<file path="src/rtl/cmos_dvp_pkg.sv">
// Shared DVP definitions: FSM states, RGB565 layout, byte-order helpers and blanking defaults.
// Used by both the transmit (sensor emulator) and receive (capture) sides.
package cmos_dvp_pkg;

  typedef enum logic [2:0] {
    StIdle,
    StVsync,
    StVbp,
    StActive,
    StHblank,
    StVfp
  } dvp_state_e;

  localparam int unsigned RWidth    = 5;
  localparam int unsigned GWidth    = 6;
  localparam int unsigned BWidth    = 5;
  localparam int unsigned PixWidth  = RWidth + GWidth + BWidth;
  localparam int unsigned ByteWidth = 8;

  typedef struct packed {
    logic [RWidth-1:0] r;
    logic [GWidth-1:0] g;
    logic [BWidth-1:0] b;
  } rgb565_t;

  localparam int unsigned DefVsClks  = 16;
  localparam int unsigned DefVbpClks = 64;
  localparam int unsigned DefHbClks  = 32;
  localparam int unsigned DefVfpClks = 64;

  // OV5640 order: high byte goes on the bus first.
  function automatic logic [ByteWidth-1:0] pix_hi(input logic [PixWidth-1:0] pix);
    return pix[PixWidth-1 -: ByteWidth];
  endfunction

  function automatic logic [ByteWidth-1:0] pix_lo(input logic [PixWidth-1:0] pix);
    return pix[ByteWidth-1:0];
  endfunction

  function automatic logic [PixWidth-1:0] pix_join(input logic [ByteWidth-1:0] first_byte,
                                                  input logic [ByteWidth-1:0] second_byte);
    return {first_byte, second_byte};
  endfunction

  function automatic int unsigned max2(input int unsigned a, input int unsigned b);
    return (a > b) ? a : b;
  endfunction

endpackage

</file>
<file path="src/rtl/cmos_dvp_timing.sv">
// Frame/line sequencer for the DVP transmitter: walks vsync, back porch, active lines,
// line blanking and front porch, and exposes the state plus counter phase flags.
module cmos_dvp_timing
  import cmos_dvp_pkg::*;
#(
  parameter int unsigned H_PIXEL  = 1024,
  parameter int unsigned V_PIXEL  = 768,
  parameter int unsigned VS_CLKS  = DefVsClks,
  parameter int unsigned VBP_CLKS = DefVbpClks,
  parameter int unsigned HB_CLKS  = DefHbClks,
  parameter int unsigned VFP_CLKS = DefVfpClks
) (
  input  logic       clk,
  input  logic       rst_n,
  input  logic       enable_i,
  output dvp_state_e state_o,
  output logic       first_o,
  output logic       last_o,
  output logic       odd_o
);

  localparam int unsigned CntMax = max2(max2(VS_CLKS, VBP_CLKS),
                                        max2(max2(HB_CLKS, VFP_CLKS), 2 * H_PIXEL));
  localparam int unsigned CntW   = (CntMax > 1) ? $clog2(CntMax) : 1;
  localparam int unsigned LineW  = (V_PIXEL > 1) ? $clog2(V_PIXEL) : 1;

  localparam logic [CntW-1:0]  VsLast   = CntW'(VS_CLKS - 1);
  localparam logic [CntW-1:0]  VbpLast  = CntW'(VBP_CLKS - 1);
  localparam logic [CntW-1:0]  ActLast  = CntW'(2 * H_PIXEL - 1);
  localparam logic [CntW-1:0]  HbLast   = CntW'(HB_CLKS - 1);
  localparam logic [CntW-1:0]  VfpLast  = CntW'(VFP_CLKS - 1);
  localparam logic [LineW-1:0] LineLast = LineW'(V_PIXEL - 1);

  dvp_state_e       state_q, state_d;
  logic [CntW-1:0]  cnt_q, cnt_d;
  logic [LineW-1:0] line_q, line_d;
  logic             last;

  always_ff @(posedge clk or negedge rst_n) begin
    if (!rst_n) begin
      state_q <= StIdle;
      cnt_q   <= '0;
      line_q  <= '0;
    end else begin
      state_q <= state_d;
      cnt_q   <= cnt_d;
      line_q  <= line_d;
    end
  end

  always_comb begin
    unique case (state_q)
      StVsync:  last = (cnt_q == VsLast);
      StVbp:    last = (cnt_q == VbpLast);
      StActive: last = (cnt_q == ActLast);
      StHblank: last = (cnt_q == HbLast);
      StVfp:    last = (cnt_q == VfpLast);
      default:  last = 1'b0;
    endcase
  end

  always_comb begin
    state_d = state_q;
    cnt_d   = cnt_q + 1'b1;
    line_d  = line_q;
    unique case (state_q)
      StIdle: begin
        cnt_d = '0;
        if (enable_i) state_d = StVsync;
      end
      StVsync: begin
        if (last) begin
          state_d = StVbp;
          cnt_d   = '0;
        end
      end
      StVbp: begin
        if (last) begin
          state_d = StActive;
          cnt_d   = '0;
          line_d  = '0;
        end
      end
      StActive: begin
        if (last) begin
          state_d = StHblank;
          cnt_d   = '0;
        end
      end
      StHblank: begin
        if (last) begin
          cnt_d = '0;
          if (line_q == LineLast) begin
            state_d = StVfp;
          end else begin
            state_d = StActive;
            line_d  = line_q + 1'b1;
          end
        end
      end
      StVfp: begin
        if (last) begin
          cnt_d   = '0;
          // Enable is only honoured at frame boundaries so frames are never truncated.
          state_d = enable_i ? StVsync : StIdle;
        end
      end
      default: begin
        state_d = StIdle;
        cnt_d   = '0;
      end
    endcase
  end

  assign state_o = state_q;
  assign first_o = (cnt_q == '0);
  assign last_o  = last;
  assign odd_o   = cnt_q[0];

endmodule

</file>
<file path="src/rtl/cmos_dvp_tx.sv">
// Camera-side DVP transmitter: serialises valid/ready RGB565 pixels into OV5640-style
// vsync/href/byte traffic, high byte first. Outputs lag the sequencer state by one clock.
module cmos_dvp_tx
  import cmos_dvp_pkg::*;
#(
  parameter int unsigned H_PIXEL  = 1024,
  parameter int unsigned V_PIXEL  = 768,
  parameter int unsigned VS_CLKS  = DefVsClks,
  parameter int unsigned VBP_CLKS = DefVbpClks,
  parameter int unsigned HB_CLKS  = DefHbClks,
  parameter int unsigned VFP_CLKS = DefVfpClks
) (
  input  logic                 clk,
  input  logic                 rst_n,
  input  logic                 enable,
  input  logic                 pix_valid,
  input  logic [PixWidth-1:0]  pix_data,
  output logic                 pix_ready,
  output logic                 pix_sof,
  output logic                 dvp_vsync,
  output logic                 dvp_href,
  output logic [ByteWidth-1:0] dvp_data,
  output logic                 frame_done,
  output logic                 underrun
);

  dvp_state_e state;
  logic       cnt_first, cnt_last, cnt_odd;

  cmos_dvp_timing #(
    .H_PIXEL  (H_PIXEL),
    .V_PIXEL  (V_PIXEL),
    .VS_CLKS  (VS_CLKS),
    .VBP_CLKS (VBP_CLKS),
    .HB_CLKS  (HB_CLKS),
    .VFP_CLKS (VFP_CLKS)
  ) u_timing (
    .clk      (clk),
    .rst_n    (rst_n),
    .enable_i (enable),
    .state_o  (state),
    .first_o  (cnt_first),
    .last_o   (cnt_last),
    .odd_o    (cnt_odd)
  );

  logic                 active, even_slot;
  logic [ByteWidth-1:0] data_q, data_d, lo_q, lo_d;
  logic                 vsync_q, href_q, sof_q, done_q, under_q, under_d;

  assign active    = (state == StActive);
  assign even_slot = active && !cnt_odd;
  // Ready depends only on the sequencer so upstream can't form a combinational loop.
  assign pix_ready = even_slot;

  always_comb begin
    data_d  = '0;
    lo_d    = lo_q;
    under_d = under_q;
    if (state == StVsync && cnt_first) under_d = 1'b0;
    if (even_slot) begin
      data_d = pix_valid ? pix_hi(pix_data) : '0;
      lo_d   = pix_valid ? pix_lo(pix_data) : '0;
      if (!pix_valid) under_d = 1'b1;
    end else if (active) begin
      data_d = lo_q;
    end
  end

  always_ff @(posedge clk or negedge rst_n) begin
    if (!rst_n) begin
      vsync_q <= 1'b0;
      href_q  <= 1'b0;
      sof_q   <= 1'b0;
      done_q  <= 1'b0;
      under_q <= 1'b0;
      data_q  <= '0;
      lo_q    <= '0;
    end else begin
      vsync_q <= (state == StVsync);
      href_q  <= active;
      sof_q   <= (state == StVsync) && cnt_first;
      done_q  <= (state == StVfp) && cnt_last;
      under_q <= under_d;
      data_q  <= data_d;
      lo_q    <= lo_d;
    end
  end

  assign dvp_vsync  = vsync_q;
  assign dvp_href   = href_q;
  assign dvp_data   = data_q;
  assign pix_sof    = sof_q;
  assign frame_done = done_q;
  assign underrun   = under_q;

endmodule

</file>
<file path="config.mk">
export PLATFORM = sky130hd
export DESIGN_NAME = cmos_dvp_tx
export DESIGN_NICKNAME = d
export VERILOG_FILES = /design/src/rtl/cmos_dvp_pkg.sv /design/src/rtl/cmos_dvp_timing.sv /design/src/rtl/cmos_dvp_tx.sv
export SDC_FILE = /design/constraint.sdc
export NUM_CORES = 1
export LEC_CHECK = 0
export ABC_AREA = 1
export CAP_MARGIN = 20
export CORE_MARGIN = 5
export CORE_UTILIZATION = 55
export DETAILED_ROUTE_END_ITERATION = 6
export PLACE_DENSITY = 0.81
export SYNTH_ARGS = -nofsm -noshare
export SYNTH_HDL_FRONTEND = slang
export SYNTH_SLANG_ARGS = --single-unit
</file>
<file path="constraint.sdc">
create_clock -name clk -period 3.2 [get_ports clk]
set_input_delay 0.64 -clock clk [delete_from_list [all_inputs] [get_ports clk]]
set_output_delay 0.64 -clock clk [all_outputs]
set_load 0.02 [all_outputs]
</file>
==> results.txt <==
* Result of the run: completed
* Rows: 23
- Residual antenna-violating net count after detailed routing: 0
- Net switching is 38.2% of the power.
- Part of the power in the clock network: 23.1%
- Resized Gates After CTS: 0
- Part of the total power dissipated in combinational logic: 36.8%
- Crit path largest cell delay: 640 ps
- Data on the critical path arrives at its endpoint at 1870 ps.
* Clock sink total: 45
* Number of antenna repair diodes: 0
- Setup violations remaining at the end of the flow were counted as 0.
- Clock tree from TritonCTS: built
* Height of the chip: 74.4 um
* Post-synthesis register bit count: 45
* Number of cells on the worst reg-to-reg path: 10
- By startpoint and endpoint, the worst setup path is classified as reg -> out.
- Post-detailed-placement half-perimeter wirelength: 3.52 mm
* Leakage power: 1.26 nW
- When the netlist entered floorplanning its net count stood at 303.
* Setup tns final: 0 ps
* Layout Utilization: 69.2%
- Sequential cell fraction of total power: 40.1%
- In the detailed route, the total length drawn on met3 is 233 um.
- Die extent in x: 74.4 um
- Max-cap violations in this run came to 0.
- Synthesis handed over a netlist of 280 instances.
* Total global-route track usage: 19.4%
- Smallest hold slack: 496 ps
- Number of buffers between clock root and the deepest sink: 2
* Detailed-route wire length: 4.96 mm
- DRC viols: 0
- Number of global-route vias before repair: 1879
* Top Family by Delay on Critical Path: buffers and inverters
- Sw Pwr: 0.000731 W
* Library cell occupying the most area in the post-synthesis netlist: sky130_fd_sc_hd__dfrtp_1
* Largest net degree at the start of global routing: 46
- Slack of the critical path: 694 ps
- Cell area after synthesis: 2280 um^2
- 34 I/O pins were placed.
* Pre-CTS setup slack: 1050 ps
* Internal power: 0.00118 W
- Largest cells by area after synthesis: sky130_fd_sc_hd__dfrtp_1, sky130_fd_sc_hd__nand2_1, sky130_fd_sc_hd__nand3_1
- Count of pins over their slew limit: 0
- On the critical path, the stage with the largest delay is an instance of sky130_fd_sc_hd__clkdlybuf4s50_1.
* Slew at the pin closest to its max-slew limit: 975 ps
* Number of library cell types mapped by synthesis: 29
* Worst clock skew: 4.13 ps
* P&R area growth vs syn: 21.5%
* Hold Vio Cnt, Final: 0
- Met2 Routed Length: 2.61 mm
* Initial core utilization: 57.0%
* Clock Pin Slew Worst Setup and Hold Paths: 80 ps
- STA puts the critical path data required time at 2560 ps.
* Fin crit period: 2510 ps
- Critical Path Fanout Max: 5
- STA classifies the critical path endpoint as a primary output.
- Residual overflow from global routing: 0
- The share of the Yosys chip area taken by registers is 49.4%.
* Number of buffers created by CTS: 5
- Number of DRC markers in iteration 0: 85
* First-pass GRT wire length: 8.20 mm
- Post-synth top area share: 49.4%
- Mean area per synthesized cell: 8.14 um^2
* Initial antenna violation count: 0
- Cells with a size suffix above 1 make up 9.78% of the layout.
* Maximum level of the CTS H-tree: 2
- Across the whole layout, storage elements account for 1130 um^2.
- Std-Cell Core Area: 4000 um^2
- Worst voltage drop across the vdd grid: 0.503 mV
- Met1 WL: 2.02 mm
- Number of buffers and inverters on the critical path: 2
- Routed signal wires occupy layers up through met4.
* Post-CTS setup buffer count: 0
* PwrDens: 691 nW/um^2
* Routed WL per cell: 13.5 um
* Count of filler cells inserted in the layout: 310
- In this run the number of cells on the critical path is 5.
- The worst path uses 78.3% of the clock period.
- Walking the worst path, the cells encountered are inv_2 -> nor2_2 -> nand2_1 -> nor2_1 -> clkdlybuf4s50_1.
* GP Congestion: 0.836
* Multi-input logic area: 981 um^2
- After detailed routing, the number of vias per cell comes to 5.34.
- In this run the tool buffered the top-level ports with 33 buffer cells.
- PnR Total Power: 0.00191 W
- The number of hold buffers added after CTS was 0.
- Max_slew headroom: 35.0%
- The first detailed-routing pass ran for 6 iterations.
- Via count: 1961
* Maximum operating frequency: 0.399 GHz
- The tightest min-delay check is of the in -> async type.
* Crit start category: flop
- Setup repair after global routing left no endpoint under its margin.
- CTS Root Cell: sky130_fd_sc_hd__clkbuf_8
- Synthesis Warnings: 0
* Final nets: 339
- The die covers 5530 um^2.
- The clock reaches the later pin of the worst-skew pair after 290 ps.
## sequential cells by signal, indices dropped and copies added, names as in the netlist
register,cells
pix_sof,1
dvp_vsync,1
u_timing.state_o,3
underrun,1
u_timing.cnt_q,11
dvp_href,1
dvp_data,8
frame_done,1
lo_q,8
u_timing.line_q,10
## cells in the mapped netlist, drive strengths merged
cell type / number
nand4: 5
clkbuf: 2
nor3: 6
dfrtp: 45
inv: 35
clkinv: 2
buf: 4
ha: 3
or2: 3
nor3b: 1
o31ai: 9
a21oi: 2
o21bai: 1
xor2: 4
nand2: 62
nand3: 39
xnor2: 1
o21ai: 26
nor2: 30
## final cells by class
type                    count  share of cell area, %
flip-flops and latches     45                   40.7
multi-input cells         192                   35.4
repair buffers             35                   12.3
inverters                  37                   5.02
clock buffers               6                   2.98
well taps                  50                   2.26
clock inverters             2                   1.36
## placed cells by master, fill, tap and decap left out, types with 9 or more instances in the layout
master	count
sky130_fd_sc_hd__clkdlybuf4s50_1	32
sky130_fd_sc_hd__nand3_1	39
sky130_fd_sc_hd__inv_1	31
sky130_fd_sc_hd__o21ai_0	16
sky130_fd_sc_hd__o31ai_1	9
sky130_fd_sc_hd__o21ai_2	9
sky130_fd_sc_hd__nor2_1	28
sky130_fd_sc_hd__nand2_1	59
sky130_fd_sc_hd__dfrtp_1	45
## stage by stage
| step | instance area (um^2) | instances |
|---|---|---|
| finish | 2770 | 367 |
| global route | 2770 | 367 |
| CTS | 2770 | 367 |
| detailed placement | 2650 | 359 |
| global placement | 2650 | 359 |
| floorplan | 2280 | 280 |
## kinds of logic after synthesis
group | synth area share (%)
flip-flops | 49.4
AND/OR/NAND/NOR | 28.6
adder cells (fa/ha/maj) | 1.65
buffers and inverters | 7.52
AO/OA/AOI/OAI | 10.9
XOR/XNOR | 1.92
## layer usage
layer  global-route usage, %  vias up
met3                    4.59        9
li1                        -      983
met5                       0        -
met1                    23.3      908
met4                    8.50        0
met2                    33.1       61
## path summary, 6_finish.rpt
| kind | startpoint | to | slack, ps |
|---|---|---|---|
| setup / recovery | u_timing.state_o[1] | pix_ready | 690 |
| hold / removal | rst_n | u_timing.line_q[6] | 500 |
| setup reg to reg | u_timing.cnt_q[0] | u_timing.state_o[1] | 1180 |
| hold reg to reg | u_timing.line_q[1] | u_timing.line_q[1] | 530 |
| max in group asynchronous | rst_n | u_timing.cnt_q[8] | 2110 |
| min in group clk | u_timing.line_q[1] | u_timing.line_q[1] | 530 |
## worst register-to-register path, cell delays in order (launching register included)
cell	delay [ps]
sky130_fd_sc_hd__dfrtp_1	450
sky130_fd_sc_hd__ha_1	200
sky130_fd_sc_hd__nand2_1	90
sky130_fd_sc_hd__nor2_1	340
sky130_fd_sc_hd__nand3_1	130
sky130_fd_sc_hd__nor2_1	110
sky130_fd_sc_hd__nand3_1	110
sky130_fd_sc_hd__nand2_2	200
sky130_fd_sc_hd__nand2_1	140
sky130_fd_sc_hd__nand2_1	90
sky130_fd_sc_hd__nand2_1	60
## power groups by stage
stage | Combinational (W) | Sequential, W | Clock [W]
global placement | 0.000678 | 0.000772 | 0
finish | 0.000704 | 0.000768 | 0.000442
detailed placement | 0.000694 | 0.000777 | 0
CTS | 0.000698 | 0.000766 | 0.000453
global route | 0.000778 | 0.000785 | 0.000478
floorplan | 0.000422 | 0.000806 | 0
(Power assumes the default switching activity.)
